<file path="config.mk">
export PLATFORM = sky130hd
export DESIGN_NAME = divider_sequential_flat
export DESIGN_NICKNAME = d
export VERILOG_FILES = /design/src/rtl/divider_sequential_if.sv /design/src/rtl/divider_sequential.sv /design/src/flat_wrapper.sv
export SDC_FILE = /design/constraint.sdc
export NUM_CORES = 1
export LEC_CHECK = 0
export ABC_CLOCK_PERIOD_IN_PS = 2600
export BUFFER_PORTS_ARGS = -buffer_cell sky130_fd_sc_hd__buf_2
export CORE_MARGIN = 8
export CORE_UTILIZATION = 40
export CTS_CLUSTER_DIAMETER = 120
export DETAILED_ROUTE_END_ITERATION = 10
export GPL_ROUTABILITY_DRIVEN = 0
export GPL_TIMING_DRIVEN = 0
export HOLD_SLACK_MARGIN = 0.15
export PLACE_DENSITY = 0.65
export SLEW_MARGIN = 20
export SYNTH_ARGS = -nofsm -noshare
export SYNTH_HDL_FRONTEND = slang
export SYNTH_SLANG_ARGS = --single-unit
</file>
<file path="constraint.sdc">
create_clock -name i_clk -period 2.6 [get_ports i_clk]
set_input_delay 0.26 -clock i_clk [delete_from_list [all_inputs] [get_ports i_clk]]
set_output_delay 0.26 -clock i_clk [all_outputs]
set_load 0.05 [all_outputs]
</file>
<file path="src/rtl/divider_sequential_if.sv">
// Start/busy/done handshake and operand/result bundle for divider_sequential.
// The controller drives the master side; the divider implements the slave side.
interface divider_sequential_if #(
    parameter int WIDTH = 4
);
    logic             start;
    logic [WIDTH-1:0] num1;
    logic [WIDTH-1:0] num2;
    logic             busy;
    logic             done;
    logic [WIDTH-1:0] quotient;
    logic [WIDTH-1:0] remainder;
    logic             div_by_zero;

    modport master (
        output start, num1, num2,
        input  busy, done, quotient, remainder, div_by_zero
    );

    modport slave (
        input  start, num1, num2,
        output busy, done, quotient, remainder, div_by_zero
    );
endinterface

</file>
<file path="src/rtl/divider_sequential.sv">
// Restoring shift-subtract unsigned divider, one quotient bit per clock; `DIVIDER_DISPLAY_EN prints each result.
// done pulses WIDTH+1 edges after acceptance (2 for a zero divisor); start is taken only in IDLE, never queued.
module divider_sequential #(
    parameter int WIDTH = 4
) (
    input  logic                 i_clk,
    input  logic                 i_reset,
    divider_sequential_if.slave  bus
);
    localparam int CW = $clog2(WIDTH);

    typedef enum logic [1:0] {IDLE, RUN, DONE} state_t;

    state_t           r_state;
    state_t           w_state_nxt;
    logic [CW-1:0]    r_cnt;
    logic [WIDTH-1:0] r_rem;
    logic [WIDTH-1:0] r_dvd;
    logic [WIDTH-1:0] r_dvs;
    logic [WIDTH-1:0] r_quo;
    logic [WIDTH-1:0] r_rmd;
    logic             r_busy;
    logic             r_done;
    logic             r_dz;
    logic             r_zero_pend;

    logic [WIDTH:0]   w_rem_sh;
    logic [WIDTH:0]   w_trial;
    logic             w_qbit;
    logic [WIDTH-1:0] w_rem_nxt;
    logic [WIDTH-1:0] w_dvd_nxt;
    logic             w_last;

    // The dividend register doubles as the quotient register: quotient bits shift in as dividend bits shift out.
    assign w_rem_sh  = {r_rem, r_dvd[WIDTH-1]};
    assign w_trial   = w_rem_sh - {1'b0, r_dvs};
    assign w_qbit    = ~w_trial[WIDTH];
    assign w_rem_nxt = w_qbit ? w_trial[WIDTH-1:0] : w_rem_sh[WIDTH-1:0];
    assign w_dvd_nxt = {r_dvd[WIDTH-2:0], w_qbit};
    assign w_last    = (r_cnt == '0);

    always_ff @(posedge i_clk) begin
        if (i_reset) begin
            r_state <= IDLE;
        end else begin
            r_state <= w_state_nxt;
        end
    end

    always_comb begin
        w_state_nxt = r_state;
        case (r_state)
            IDLE: begin
                if (bus.start) begin
                    w_state_nxt = (bus.num2 != '0) ? RUN : DONE;
                end
            end
            RUN: begin
                if (w_last) begin
                    w_state_nxt = DONE;
                end
            end
            DONE: begin
                // A zero divisor spends one extra DONE cycle publishing its fixed result.
                if (!r_zero_pend) begin
                    w_state_nxt = IDLE;
                end
            end
            default: w_state_nxt = IDLE;
        endcase
    end

    always_ff @(posedge i_clk) begin
        if (i_reset) begin
            r_cnt       <= '0;
            r_rem       <= '0;
            r_dvd       <= '0;
            r_dvs       <= '0;
            r_quo       <= '0;
            r_rmd       <= '0;
            r_busy      <= 1'b0;
            r_done      <= 1'b0;
            r_dz        <= 1'b0;
            r_zero_pend <= 1'b0;
        end else begin
            r_done <= 1'b0;
            case (r_state)
                IDLE: begin
                    if (bus.start) begin
                        r_dvd       <= bus.num1;
                        r_dvs       <= bus.num2;
                        r_rem       <= '0;
                        r_cnt       <= CW'(WIDTH - 1);
                        r_busy      <= |bus.num2;
                        r_zero_pend <= ~|bus.num2;
                    end
                end
                RUN: begin
                    r_rem <= w_rem_nxt;
                    r_dvd <= w_dvd_nxt;
                    if (w_last) begin
                        r_quo  <= w_dvd_nxt;
                        r_rmd  <= w_rem_nxt;
                        r_dz   <= 1'b0;
                        r_done <= 1'b1;
                        r_busy <= 1'b0;
                    end else begin
                        r_cnt <= r_cnt - 1'b1;
                    end
                end
                DONE: begin
                    if (r_zero_pend) begin
                        r_quo       <= '1;
                        r_rmd       <= r_dvd;
                        r_dz        <= 1'b1;
                        r_done      <= 1'b1;
                        r_zero_pend <= 1'b0;
                    end
                end
                default: ;
            endcase
        end
    end

    assign bus.busy        = r_busy;
    assign bus.done        = r_done;
    assign bus.quotient    = r_quo;
    assign bus.remainder   = r_rmd;
    assign bus.div_by_zero = r_dz;

`ifdef DIVIDER_DISPLAY_EN
    logic [WIDTH-1:0] r_num1;

    always_ff @(posedge i_clk) begin
        if (r_state == IDLE && bus.start) begin
            r_num1 <= bus.num1;
        end
    end

    always @(posedge i_clk) begin
        if (!i_reset && r_done) begin
            $display("%b / %b = %b r %b%s", r_num1, r_dvs, r_quo, r_rmd, r_dz ? " DIV0" : "");
        end
    end
`endif
endmodule

</file>
<file path="src/flat_wrapper.sv">
// flat-port wrapper written by rule: the top's interface ports become plain ports
module divider_sequential_flat 
#(
    parameter int WIDTH = 4
)
  (i_clk, i_reset, bus_start, bus_num1, bus_num2, bus_busy, bus_done, bus_quotient, bus_remainder, bus_div_by_zero);
  divider_sequential_if #(.WIDTH(WIDTH)) bus_i ();
  input  logic i_clk;
  input  logic i_reset;
  input wire logic [$bits(bus_i.start)-1:0] bus_start;
  input wire logic [$bits(bus_i.num1)-1:0] bus_num1;
  input wire logic [$bits(bus_i.num2)-1:0] bus_num2;
  output wire logic [$bits(bus_i.busy)-1:0] bus_busy;
  output wire logic [$bits(bus_i.done)-1:0] bus_done;
  output wire logic [$bits(bus_i.quotient)-1:0] bus_quotient;
  output wire logic [$bits(bus_i.remainder)-1:0] bus_remainder;
  output wire logic [$bits(bus_i.div_by_zero)-1:0] bus_div_by_zero;
  assign bus_i.start = bus_start;
  assign bus_i.num1 = bus_num1;
  assign bus_i.num2 = bus_num2;
  assign bus_busy = bus_i.busy;
  assign bus_done = bus_i.done;
  assign bus_quotient = bus_i.quotient;
  assign bus_remainder = bus_i.remainder;
  assign bus_div_by_zero = bus_i.div_by_zero;
  divider_sequential #(.WIDTH(WIDTH)) u_core (.i_clk(i_clk), .i_reset(i_reset), .bus(bus_i));
endmodule
</file>
# --- Yosys cells after proc, flatten, opt, wreduce, memory -nomap -nowiden ---
# Index checks and enable logic that the tools add are counted.
op_classes:
  n_addsub: 2
  multipliers: 0
  div_mod_pow: 0
  magnitude_cmp: 0
  eq_ne: 7
  shifts: 0
  mux: 29
  bitwise: 1
  n_reduce_logical: 15
op_table:
  columns: ["cell", "n"]
  rows:
  - ["4-bit one-hot mux with 2 select lines", 4]
  - ["4-bit two-way mux", 7]
  - ["2-bit two-way mux", 6]
  - ["3-bit AND reduction", 4]
  - ["1-bit one-hot mux with 2 select lines", 4]
  - ["1-bit two-way mux", 6]
  - ["2-bit != test, second input constant", 3]
  - ["2-bit one-hot mux with 3 select lines", 1]
  - ["2-bit AND reduction", 3]
  - ["2-bit nonzero test", 3]
  - ["5-bit by 4-bit subtractor with 5-bit output", 1]
  - ["2-bit zero test", 2]
  - ["2-bit by 1-bit != test with 1-bit output, second input constant", 2]
  - ["2-bit one-hot mux with 2 select lines", 1]
  - ["4-bit nonzero test", 1]
  - ["4-bit OR reduction", 1]
  - ["2-bit by 1-bit equality test with 1-bit output, second input constant", 1]
  - ["2-bit equality test, second input constant", 1]
  - ["2-bit by 1-bit subtractor with 2-bit output, second input constant", 1]
  - ["1-bit zero test", 1]
  - ["1-bit NOT", 1]
word_totals:
  reg_bits: 28
  latch_bits: 0
  mem_bits_rw: 0
  rom_bits: 0
  in_bits: 11
  output_inout_bits: 11
  elab_cells: 65
  memories: 0

# --- Logic depth before layout (Yosys ltp) ---
# Gate-level depths: netlist of the first run.
depth:
  word_depth: 4
  depth_mapped: 10

# --- Worst setup path after synthesis of the first run ---
# Ideal clock, no wire load.
synth_timing:
  kind: "register to register"
  from: "reg u_core.r_dvd[3]"
  to: "reg u_core.r_rmd[1] (netlist: u_core.bus.remainder[1])"
  setup_ns: 0.070
  t_arrival_ns: 2.065
  required_ns: 2.530
  slack_ns: 0.465
  path_stages_with_launch: 9
  period_less_slack_ns: 2.135
  path_cell_list: "dfxtp_1 > inv_1 > ha_1 > fa_1 > nand2b_1 > a21oi_2 > xor2_4 > mux2_4 > a21oi_1"
synth_between:
  elab_chain_len: 4
synth_rtl:
  columns: ["element", "line_no", "text"]
  rows:
  - ["start, declared", "divider_sequential.sv:18", "logic [WIDTH-1:0] r_dvd;"]
  - ["start signal, assigned", "divider_sequential.sv:90", "r_dvd <= bus.num1;"]
  - ["start signal, assigned", "divider_sequential.sv:100", "r_dvd <= w_dvd_nxt;"]
  - ["5-bit by 4-bit subtractor with 5-bit output", "divider_sequential.sv:36", "assign w_trial = w_rem_sh - {1'b0, r_dvs};"]
  - ["4-bit two-way mux", "divider_sequential.sv:38", "assign w_rem_nxt = w_qbit ? w_trial[WIDTH-1:0] : w_rem_sh[WIDTH-1:0];"]
  - ["4-bit two-way mux", "divider_sequential.sv:101", "if (w_last) begin"]
  - ["4-bit one-hot mux with 2 select lines", "divider_sequential.sv:87", "case (r_state)"]
  - ["end signal, assigned", "divider_sequential.sv:103", "r_rmd <= w_rem_nxt;"]
  - ["end signal, assigned", "divider_sequential.sv:114", "r_rmd <= r_dvd;"]
  - ["end, declared", "divider_sequential.sv:21", "logic [WIDTH-1:0] r_rmd;"]
# No other way between the ends. The select of a mux whose other input is x is not followed.
# A chain may end at the register's enable or synchronous reset.

# --- Worst setup path in the final report of the first run ---
# Same ends and word-level chain as after synthesis.

==> flow_summary.ini, run 1 <==
[status]
result_of_the_run = completed

[timing]
grt_setup_unrepaired = false
final-setup-viol-count = 0
slew_violations = 0
peak_freq_ghz = 0.4239
final.period_utilization = 0.9074
tns_ns = 0
report.final.hold_viol_count = 0
transition_time_at_the_pin_with_the_least_slew_margin_ns = 0.6293
final.setup.worst_slack_ns = 0.2408
fin_crit_ns = 2.359
timing.hold.ws_ns = 0.1608
setup_skew_after_layout_ns = 0.004771
relSlewSlack = 0.5766

[setup_path]
r2r-start = u_core.r_dvd[3]
regToRegSetupSlack_ns = 0.24
worst_r2r_endpoint = u_core.bus.remainder[1]
r2r.worst_path.cells = 8
critPathKind = register to register
setup.worst_path.end_class = register
crit_fanout = 10
crit_path_start_kind = register
worstPathArrival_ns = 2.65
cp_data_required_time_ns = 2.89

[layout]
most_frequent_cells_in_the_layout = 28 x sky130_fd_sc_hd__dfxtp_1, 26 x sky130_fd_sc_hd__buf_2, 17 x sky130_fd_sc_hd__nor2_1
ant_cells = 0
final.fill_count = 378
post_route_cells_drive_above_1_share = 0.1897
nNetsFinal = 216
final_cells = 243
area_growth_pct = 15.00
final_common_cell = sky130_fd_sc_hd__dfxtp_1

[drt]
detail_route.wirelength_mm = 3.199
first_pass_iters = 4
total_via_count_after_detailed_routing = 1240
antenna_violating_nets_post_route = 0
number_of_drc_violations_after_detailed_routing_iteration_0 = 75
wl_per_cell_um = 13.16
drc = 0
route.detailed.vias_per_inst = 5.103

[global_routing]
grt_max_degree = 17
globalRouteMet2Util = 0.1945
grt_use_total = 0.1137
antenna_found_initial = 0
first_global_vias = 1277
gr-usage-met3 = 0.03184
globalRoute.busiestLayer = met2
first_pass_grt_wire_length_mm = 5.671
global_route_track_usage_on_met1 = 0.1376
gr-total-overflow = 0

[power_and_ir_drop]
total_power_mw = 1.428
power_per_cell_area_mw_per_mm2 = 855.5
irDropWorstVdd_uv = 452.8
static-leakage-power_nw = 0.6846

[synth]
netlist.top_cell.by_area = sky130_fd_sc_hd__dfxtp_1
number_of_standard_cells_after_synthesis = 170
synth_async_sr_flop_share = 0
yosys.cell_types.count = 36
syn-mean-instance-area_sq_um = 8.538
ys_ff_latch = 28
synth.cell_area_sq_mm = 0.001451
synthesis.yosys.warnings = 0
synth.area.top_cells = sky130_fd_sc_hd__dfxtp_1 39%, sky130_fd_sc_hd__ha_1 6.9%, sky130_fd_sc_hd__a21oi_1 5.2%
ys_seq_area_frac = 0.3862
postSynthNetCount = 190
yosysTopAreaCellShare = 0.3862
yosys_most_used_dff = sky130_fd_sc_hd__dfxtp_1
synth_enable_flop_cells = 0

[floorplanning]
core_area_sq_mm = 0.003578
die_height_um = 76.24
initial_utilization = 0.4056
placement_rows = 22
floorplan.die.width_um = 76.24
dieArea_sq_mm = 0.005812
design.portCount = 22

[placement]
buffer_ports.inserted = 21
place.detailed.instances = 239
place.detailed.hpwl_mm = 2.423
pre_cts_ws_ns = 0.2694

[min_path]
min_delay_worst_endpoint = u_core.r_dvs[3]
worst_hold_startpoint = bus_num2[3]
worstHoldPathCells = 3
min_path_type = input port to register

[job]
max_cap_violations = 0

[clocking]
clock-sinks = 28
clk_transition_reported_paths_ns = 0.16
ctsHtreeMaxLevel = 1
post_cts.repair.setup_buffers = 0
insertion_delay_ns = 0.34
postcts_resize_cnt = 0
clock-root-buffer = sky130_fd_sc_hd__clkbuf_4
cts_inserted_buffers = 3
cts.hold.buffers_added = 0
clk_path_buf_depth = 2
clock_tree_from_tritoncts = built
## through the flow
stage,util,cell area (sq um)
5_1_grt,0.4664,1669
3_3_place_gp,0.4517,1617
3_5_place_dp,0.4517,1617
4_1_cts,0.4664,1669
2_1_floorplan,-,1451
6_report,0.4664,1669
## sequential cells by signal, summed over array words and instances (netlist names)
register and count:
u_core.r_rem 4, u_core.r_dvd 4, u_core.bus.remainder 4, u_core.bus.quotient 4, u_core.r_zero_pend 1, u_core.bus.done 1, u_core.r_cnt 2, u_core.bus.div_by_zero 1
u_core.r_dvs 4, u_core.bus.busy 1, u_core.r_state 2
## synth_stat cells (2+ instances only)
| master | instances |
|---|---|
| sky130_fd_sc_hd__nor3_1 | 8 |
| sky130_fd_sc_hd__a22oi_1 | 2 |
| sky130_fd_sc_hd__o21ai_1 | 3 |
| sky130_fd_sc_hd__buf_2 | 5 |
| sky130_fd_sc_hd__clkbuf_1 | 3 |
| sky130_fd_sc_hd__mux2_4 | 2 |
| sky130_fd_sc_hd__o21ai_0 | 7 |
| sky130_fd_sc_hd__a21oi_2 | 2 |
| sky130_fd_sc_hd__a211oi_1 | 5 |
| sky130_fd_sc_hd__o221ai_1 | 3 |
| sky130_fd_sc_hd__a21oi_1 | 15 |
| sky130_fd_sc_hd__ha_1 | 8 |
| sky130_fd_sc_hd__nand4b_1 | 2 |
| sky130_fd_sc_hd__nor2_1 | 17 |
| sky130_fd_sc_hd__dfxtp_1 | 28 |
| sky130_fd_sc_hd__nand2b_1 | 3 |
| sky130_fd_sc_hd__nand3_1 | 7 |
| sky130_fd_sc_hd__nand2_1 | 15 |
| sky130_fd_sc_hd__mux2i_1 | 6 |
| sky130_fd_sc_hd__inv_1 | 13 |
## area by class of cell
class	instances	area (sq um)	share of cell area
multi-input combinational	121	805.8	0.4828
clock inverter	1	30.03	0.01799
buffer	8	36.28	0.02174
tap	48	60.06	0.03598
sequential	28	560.5	0.3358
clock buffer	3	22.52	0.01349
inverter	13	48.80	0.02924
timing repair buffer	21	105.1	0.06297
## layer usage
metal	wire, um	vias up
li1	-	651
met1	1556	567
met2	1467	17
met3	144	5
met4	29	0
met5	0	-
## worst max path at each step
| stage | startpoint | end | slack, ns | cells after the start |
|---|---|---|---|---|
| 6_report | u_core.r_dvd[3] | u_core.bus.remainder[1] | 0.24 | 8 |
| 5_1_grt | u_core.r_dvd[3] | u_core.bus.remainder[1] | 0.14 | 8 |
| 4_1_cts | u_core.r_dvd[3] | u_core.bus.remainder[1] | 0.23 | 8 |
| 3_5_place_dp | u_core.r_dvd[3] | u_core.bus.remainder[1] | 0.27 | 8 |
| 3_3_place_gp | u_core.r_dvd[3] | u_core.bus.remainder[1] | 0.28 | 8 |
| 2_1_floorplan | u_core.r_dvd[3] | u_core.bus.remainder[1] | 0.47 | 8 |
## power breakdown
part	internal, mW	switching [mW]	total [mW]
clock network	0.156	0.136	0.292
logic	0.199	0.389	0.588
registers	0.501	0.0467	0.548
total	0.856	0.572	1.43
## cell families after synthesis
group,share of synthesized area
AO/OA/AOI/OAI,0.1931
XOR/XNOR,0.03104
adder cells (fa/ha/maj),0.08276
buffers and inverters,0.05862
flip-flops,0.3862
multiplexers,0.07155
AND/OR/NAND/NOR,0.1767
## critical path, cell delays in order (launching register included)
cell,delay (ns)
sky130_fd_sc_hd__dfxtp_1,0.36
sky130_fd_sc_hd__inv_1,0.07
sky130_fd_sc_hd__ha_1,0.22
sky130_fd_sc_hd__fa_1,0.41
sky130_fd_sc_hd__nand2b_1,0.17
sky130_fd_sc_hd__a21oi_2,0.23
sky130_fd_sc_hd__xor2_4,0.36
sky130_fd_sc_hd__mux2_4,0.35
sky130_fd_sc_hd__a21oi_1,0.14
Note: power is estimated with default switching activity, not from simulation.
==> run 2, diff against run 1 <==
- CORE_UTILIZATION: 40 -> 29
- PLACE_DENSITY: 0.65 -> 0.52
==> flow_summary.ini, run 2 (synthesis gave the netlist of run 1 again) <==
[floorplanning]
floorplan.die.width_um = 86.75
placement_rows = 25
core_area_sq_mm = 0.004786
dieArea_sq_mm = 0.007525
die_height_um = 86.75
design.portCount = 22
initial_utilization = 0.3033

[setup_path]
critPathTopFamily = adder cells
setup.worst_path.end_class = register
crit_fanout = 10
worstPathArrival_ns = 2.55
crit_path_start_kind = register
critPathKind = register to register
crit_path_max_incr_delay_ns = 0.39
timing.critical_path.cells = inv_1, ha_1, fa_1, nand2b_1, a21oi_2, xor2_4, mux2_4, a21oi_1
timing.critical_path.buf_inv = 1
cp_data_required_time_ns = 2.81
critPathSlowestCell = sky130_fd_sc_hd__fa_1

[timing]
tns_ns = 0
relSlewSlack = 0.5843
final.period_utilization = 0.9007
transition_time_at_the_pin_with_the_least_slew_margin_ns = 0.6178
final-setup-viol-count = 0
grt_setup_unrepaired = false
report.final.hold_viol_count = 0
fin_crit_ns = 2.342
slew_violations = 0
peak_freq_ghz = 0.4270
setup_skew_after_layout_ns = 0.003636

[drt]
highest-signal-layer = met4
wl_met1_mm = 1.684
first_pass_iters = 5
detail_route.wirelength_mm = 3.417
number_of_drc_violations_after_detailed_routing_iteration_0 = 52
wl_met2_mm = 1.524
antenna_violating_nets_post_route = 0
drc = 0
total_via_count_after_detailed_routing = 1223
route.detailed.vias_per_inst = 4.668
wl_per_cell_um = 13.04
routed-wl-met3_um = 187

[power_and_ir_drop]
switching_fraction_of_total_power = 0.4080
power_per_cell_area_mw_per_mm2 = 831.9
static-leakage-power_nw = 0.6855
power_frac_comb = 0.420
total_switching_power_uw = 575.4
cellInternalPower_uw = 835.0
seq_power_share = 0.389
power_frac_clock = 0.191
irDropWorstVdd_uv = 293.7

[layout]
final.fill_count = 513
most_frequent_cells_in_the_layout = 28 x sky130_fd_sc_hd__dfxtp_1, 26 x sky130_fd_sc_hd__buf_2, 17 x sky130_fd_sc_hd__nor2_1
post_route_cells_drive_above_1_share = 0.1897
nNetsFinal = 216
post-route-util = 0.3542
ant_cells = 0
final_common_cell = sky130_fd_sc_hd__dfxtp_1
area_growth_pct = 16.81
multi_input_area_sq_um = 805.8
final-seq-area_sq_um = 560.5

[global_routing]
antenna_found_initial = 0
grt_max_degree = 16
gr-total-overflow = 0
first_pass_grt_wire_length_mm = 6.078
first_global_vias = 1259
grt_use_total = 0.09923

[clocking]
post_cts.repair.setup_buffers = 0
clock_tree_from_tritoncts = built
postcts_resize_cnt = 0
cts_inserted_buffers = 3
clk_transition_reported_paths_ns = 0.10
clock-root-buffer = sky130_fd_sc_hd__clkbuf_8
ctsHtreeMaxLevel = 1
clk_path_buf_depth = 2
cts.hold.buffers_added = 0
clock-sinks = 28
insertion_delay_ns = 0.27

[placement]
place.detailed.hpwl_mm = 2.632
buffer_ports.inserted = 21

[job]
max_cap_violations = 0

[min_path]
min_path_type = input port to register

[status]
result_of_the_run = completed
run 2: cell types whose count changed in the layout (fill, tap and decap cells not counted), sizes merged:
cell / previous run / this run
bufinv: 1 / 0
clkbuf: 6 / 7
run 2: power by group through the flow:
stage / clock, mW / sequential, mW / combinational, mW
finish: 0.269 / 0.549 / 0.592
global route: 0.296 / 0.561 / 0.659
CTS: 0.280 / 0.549 / 0.596
detailed placement: 0 / 0.559 / 0.594
global placement: 0 / 0.559 / 0.593
floorplan: 0 / 0.671 / 0.344
run 2: final cells by class:
| cell class | count | area share |
|---|---|---|
| Buffer | 8 | 0.02140 |
| Clock buffer | 4 | 0.03247 |
| Inverter | 13 | 0.02878 |
| Multi-Input combinational cell | 121 | 0.4753 |
| Sequential cell | 28 | 0.3306 |
| Tap cell | 67 | 0.04945 |
| Timing Repair Buffer | 21 | 0.06199 |
run 2: path summary, 6_finish.rpt:
kind / from / end / slack [ns] / cells past startpoint
setup / recovery: u_core.r_dvd[3] / u_core.bus.remainder[1] / 0.26 / 8
hold / removal: bus_num2[2] / u_core.r_dvs[2] / 0.24 / 3
setup reg to reg: u_core.r_dvd[3] / u_core.bus.remainder[1] / 0.26 / 8
hold reg to reg: u_core.r_dvs[2] / u_core.r_dvs[2] / 0.46 / 2
run 2: through the flow:
step           power [mW]  cells  area [sq um]  setup WS (ns)  hold WS (ns)
2_1_floorplan       1.015    170          1451         0.4650        0.4075
4_1_cts             1.424    262          1695         0.2368        0.2303
3_5_place_dp        1.153    258          1640         0.2734        0.4524
6_report            1.410    262          1695         0.2581        0.2423
3_3_place_gp        1.152    258          1640         0.2789        0.4505
5_1_grt             1.515    262          1695        0.09613        0.2427
run 2: metal layers:
layer | vias to the layer above | global-route usage
met1 | 544 | 0.1286
met5 | - | 0
li1 | 654 | -
met4 | 0 | 0.01878
met2 | 23 | 0.1563
met3 | 2 | 0.03214
run 2: worst min-delay path, stage by stage:
cell,delay [ns]
sky130_fd_sc_hd__buf_2,0.10
sky130_fd_sc_hd__nand3_1,0.06
sky130_fd_sc_hd__a21oi_1,0.05
==> run 3, diff against run 2 <==
- ABC_AREA: not set -> 1
- CORE_MARGIN: 8 -> 2
- PLACE_DENSITY: 0.52 -> 0.44
==> flow_summary.ini, run 3 <==
[status]
result_of_the_run = completed

[global_routing]
grt_use_total = 0.1328
grt_max_degree = 17
first_global_vias = 1197
gr-total-overflow = 0
first_pass_grt_wire_length_mm = 5.589
antenna_found_initial = 0

[synth]
postSynthNetCount = 211
synth.area.top_cells = sky130_fd_sc_hd__dfxtp_1 39%, sky130_fd_sc_hd__a21oi_1 9.5%, sky130_fd_sc_hd__nand2_1 8.7%
ys_seq_area_frac = 0.3930
netlist.top_cell.by_area = sky130_fd_sc_hd__dfxtp_1
yosysTopAreaCellShare = 0.3930
synthMostInstantiatedCell = sky130_fd_sc_hd__nand2_1
synth_enable_flop_cells = 0
syn-mean-instance-area_sq_um = 7.468
synthesis.yosys.warnings = 0
synth.cell_area_sq_mm = 0.001426
yosys.cell_types.count = 27
ys_ff_latch = 28
synth_async_sr_flop_share = 0
number_of_standard_cells_after_synthesis = 191
ys_top_cells_by_count = 33 x sky130_fd_sc_hd__nand2_1, 28 x sky130_fd_sc_hd__dfxtp_1, 27 x sky130_fd_sc_hd__a21oi_1
yosys_most_used_dff = sky130_fd_sc_hd__dfxtp_1

[placement]
place.detailed.hpwl_mm = 2.601
dpl-instance-area_sq_mm = 0.001610
buffer_ports.inserted = 20

[setup_path]
setup.worst_path.end_class = register
worst_r2r_endpoint = u_core.r_rem[3]
crit_path_max_incr_delay_ns = 0.42
timing.critical_path.mode_cell = sky130_fd_sc_hd__nand2_1
timing.critical_path.cells = inv_1, ha_1, fa_1, inv_1, nand3_1, nand3_1, nand2_2, nand2_1, nand2_1, nand2_1, a21oi_1
critPathSlowestCell = sky130_fd_sc_hd__fa_1
regToRegSetupSlack_ns = 0.63
critPathTopFamily = simple AND/OR/NAND/NOR gates
cp_num_cells = 11
r2r-start = u_core.r_dvd[3]
crit_fanout = 6
cp_data_required_time_ns = 2.76
timing.critical_path.buf_inv = 2
critPathKind = register to register
worstPathArrival_ns = 2.13
r2r.worst_path.cells = 11
crit_path_start_kind = register

[clocking]
clk_transition_reported_paths_ns = 0.10
cts.hold.buffers_added = 0
clock_tree_from_tritoncts = built
clock-sinks = 28
ctsHtreeMaxLevel = 1
post_cts.repair.setup_buffers = 0
postcts_resize_cnt = 0
clk_path_buf_depth = 2
clock-root-buffer = sky130_fd_sc_hd__clkbuf_8
cts_inserted_buffers = 3
insertion_delay_ns = 0.28

[drt]
route.detailed.vias_per_inst = 4.511
first_pass_iters = 5
wl_per_cell_um = 12.00
drc = 0
antenna_violating_nets_post_route = 0
detail_route.wirelength_mm = 3.384
total_via_count_after_detailed_routing = 1272
number_of_drc_violations_after_detailed_routing_iteration_0 = 69

[layout]
nNetsFinal = 236
final_cell_area_sq_mm = 0.001682
final_common_cell = sky130_fd_sc_hd__nand2_1
post_route_cells_drive_above_1_share = 0.1721
ant_cells = 0
area_growth_pct = 17.89
post-route-util = 0.3560
most_frequent_cells_in_the_layout = 33 x sky130_fd_sc_hd__nand2_1, 28 x sky130_fd_sc_hd__dfxtp_1, 27 x sky130_fd_sc_hd__a21oi_1

[floorplanning]
initial_utilization = 0.3020
design.portCount = 22
dieArea_sq_mm = 0.005495
floorplan.die.width_um = 74.13
placement_rows = 25
core_area_sq_mm = 0.004723
die_height_um = 74.13

[timing]
setup_skew_after_layout_ns = 0.004366
relSlewSlack = 0.7377
grt_setup_unrepaired = false
slew_violations = 0
final.period_utilization = 0.7565
transition_time_at_the_pin_with_the_least_slew_margin_ns = 0.3934
report.final.hold_viol_count = 0
tns_ns = 0
peak_freq_ghz = 0.5084
fin_crit_ns = 1.967
final-setup-viol-count = 0

[power_and_ir_drop]
irDropWorstVdd_uv = 473.8
static-leakage-power_nw = 0.7919
power_per_cell_area_mw_per_mm2 = 1427

[job]
max_cap_violations = 0

[min_path]
min_delay_worst_endpoint = u_core.r_dvd[2]
worst_hold_startpoint = bus_num1[2]
worstHoldPathCells = 3
min_path_type = input port to register
run 3: changes by cell type after synthesis, sizes merged, moves of 7 or more:
cell,previous run,this run
a21oi,17,27
inv,13,28
mux2i,7,0
nand2,15,37
nand3,7,16
nor2,17,10
nor3,8,0
o21ai,10,21
run 3: cell families (layout without fill, tap and decap cells):
logic type,Yosys count,count (layout),synth area share
buffers and inverters,32,56,0.09561
and+or+nand+nor,66,66,0.2132
xor gates and xnor gates,1,1,0.006141
DFF,28,28,0.3930
AOI/OAI and AO/OA,55,55,0.2079
adders and majority gates,9,9,0.08421
run 3: worst max-delay path by stage:
| stage | end | slack (ns) | startpoint |
|---|---|---|---|
| finish | u_core.r_rem[3] | 0.63 | u_core.r_dvd[3] |
| CTS | u_core.r_rem[3] | 0.63 | u_core.r_dvd[3] |
| floorplan | u_core.r_rem[3] | 0.92 | u_core.r_dvd[3] |
| detailed placement | u_core.r_rem[3] | 0.66 | u_core.r_dvd[3] |
| global placement | u_core.r_rem[3] | 0.67 | u_core.r_dvd[3] |
| global route | u_core.r_rem[3] | 0.43 | u_core.r_dvd[3] |
run 3: power breakdown:
group          internal [mW]  switching, mW  leakage [nW]
Sequential             0.585         0.0954         0.230
Combinational          0.428          0.941         0.526
Clock                  0.206          0.143        0.0357
run 3: final cells by class:
cell class	instances	area [sq um]
fillers	524	3042
multi-input cells	131	729.5
flip-flops and latches	28	560.5
inverters	28	112.6
repair buffers	20	100.1
well taps	67	83.83
clock buffers	3	41.29
clock inverters	1	30.03
plain buffers	4	23.77
run 3: stage by stage:
step           setup WS (ns)  total power [mW]  std cells  hold WS [ns]
2_1_floorplan         0.9155             1.749        191        0.4187
3_3_place_gp          0.6660             2.074        278        0.4550
3_5_place_dp          0.6580             2.075        278        0.4581
4_1_cts               0.6274             2.433        282        0.2448
5_1_grt               0.4334             2.627        282        0.2463
6_report              0.6330             2.399        282        0.2478
run 3: routing by layer:
| metal | wire length, um | share of wire | GRT usage |
|---|---|---|---|
| met3 | 102 | 0.030 | 0.02981 |
| met1 | 1771 | 0.52 | 0.1888 |
| met4 | 34 | 0.010 | 0.03636 |
| met5 | 0 | 0 | 0 |
| met2 | 1477 | 0.44 | 0.2024 |
run 3: worst min-delay path: cells and delay by family:
family / cells / cell delay (ns)
buf+inv: 1 / 0.10
simple gates: 1 / 0.06
compound gates: 1 / 0.07
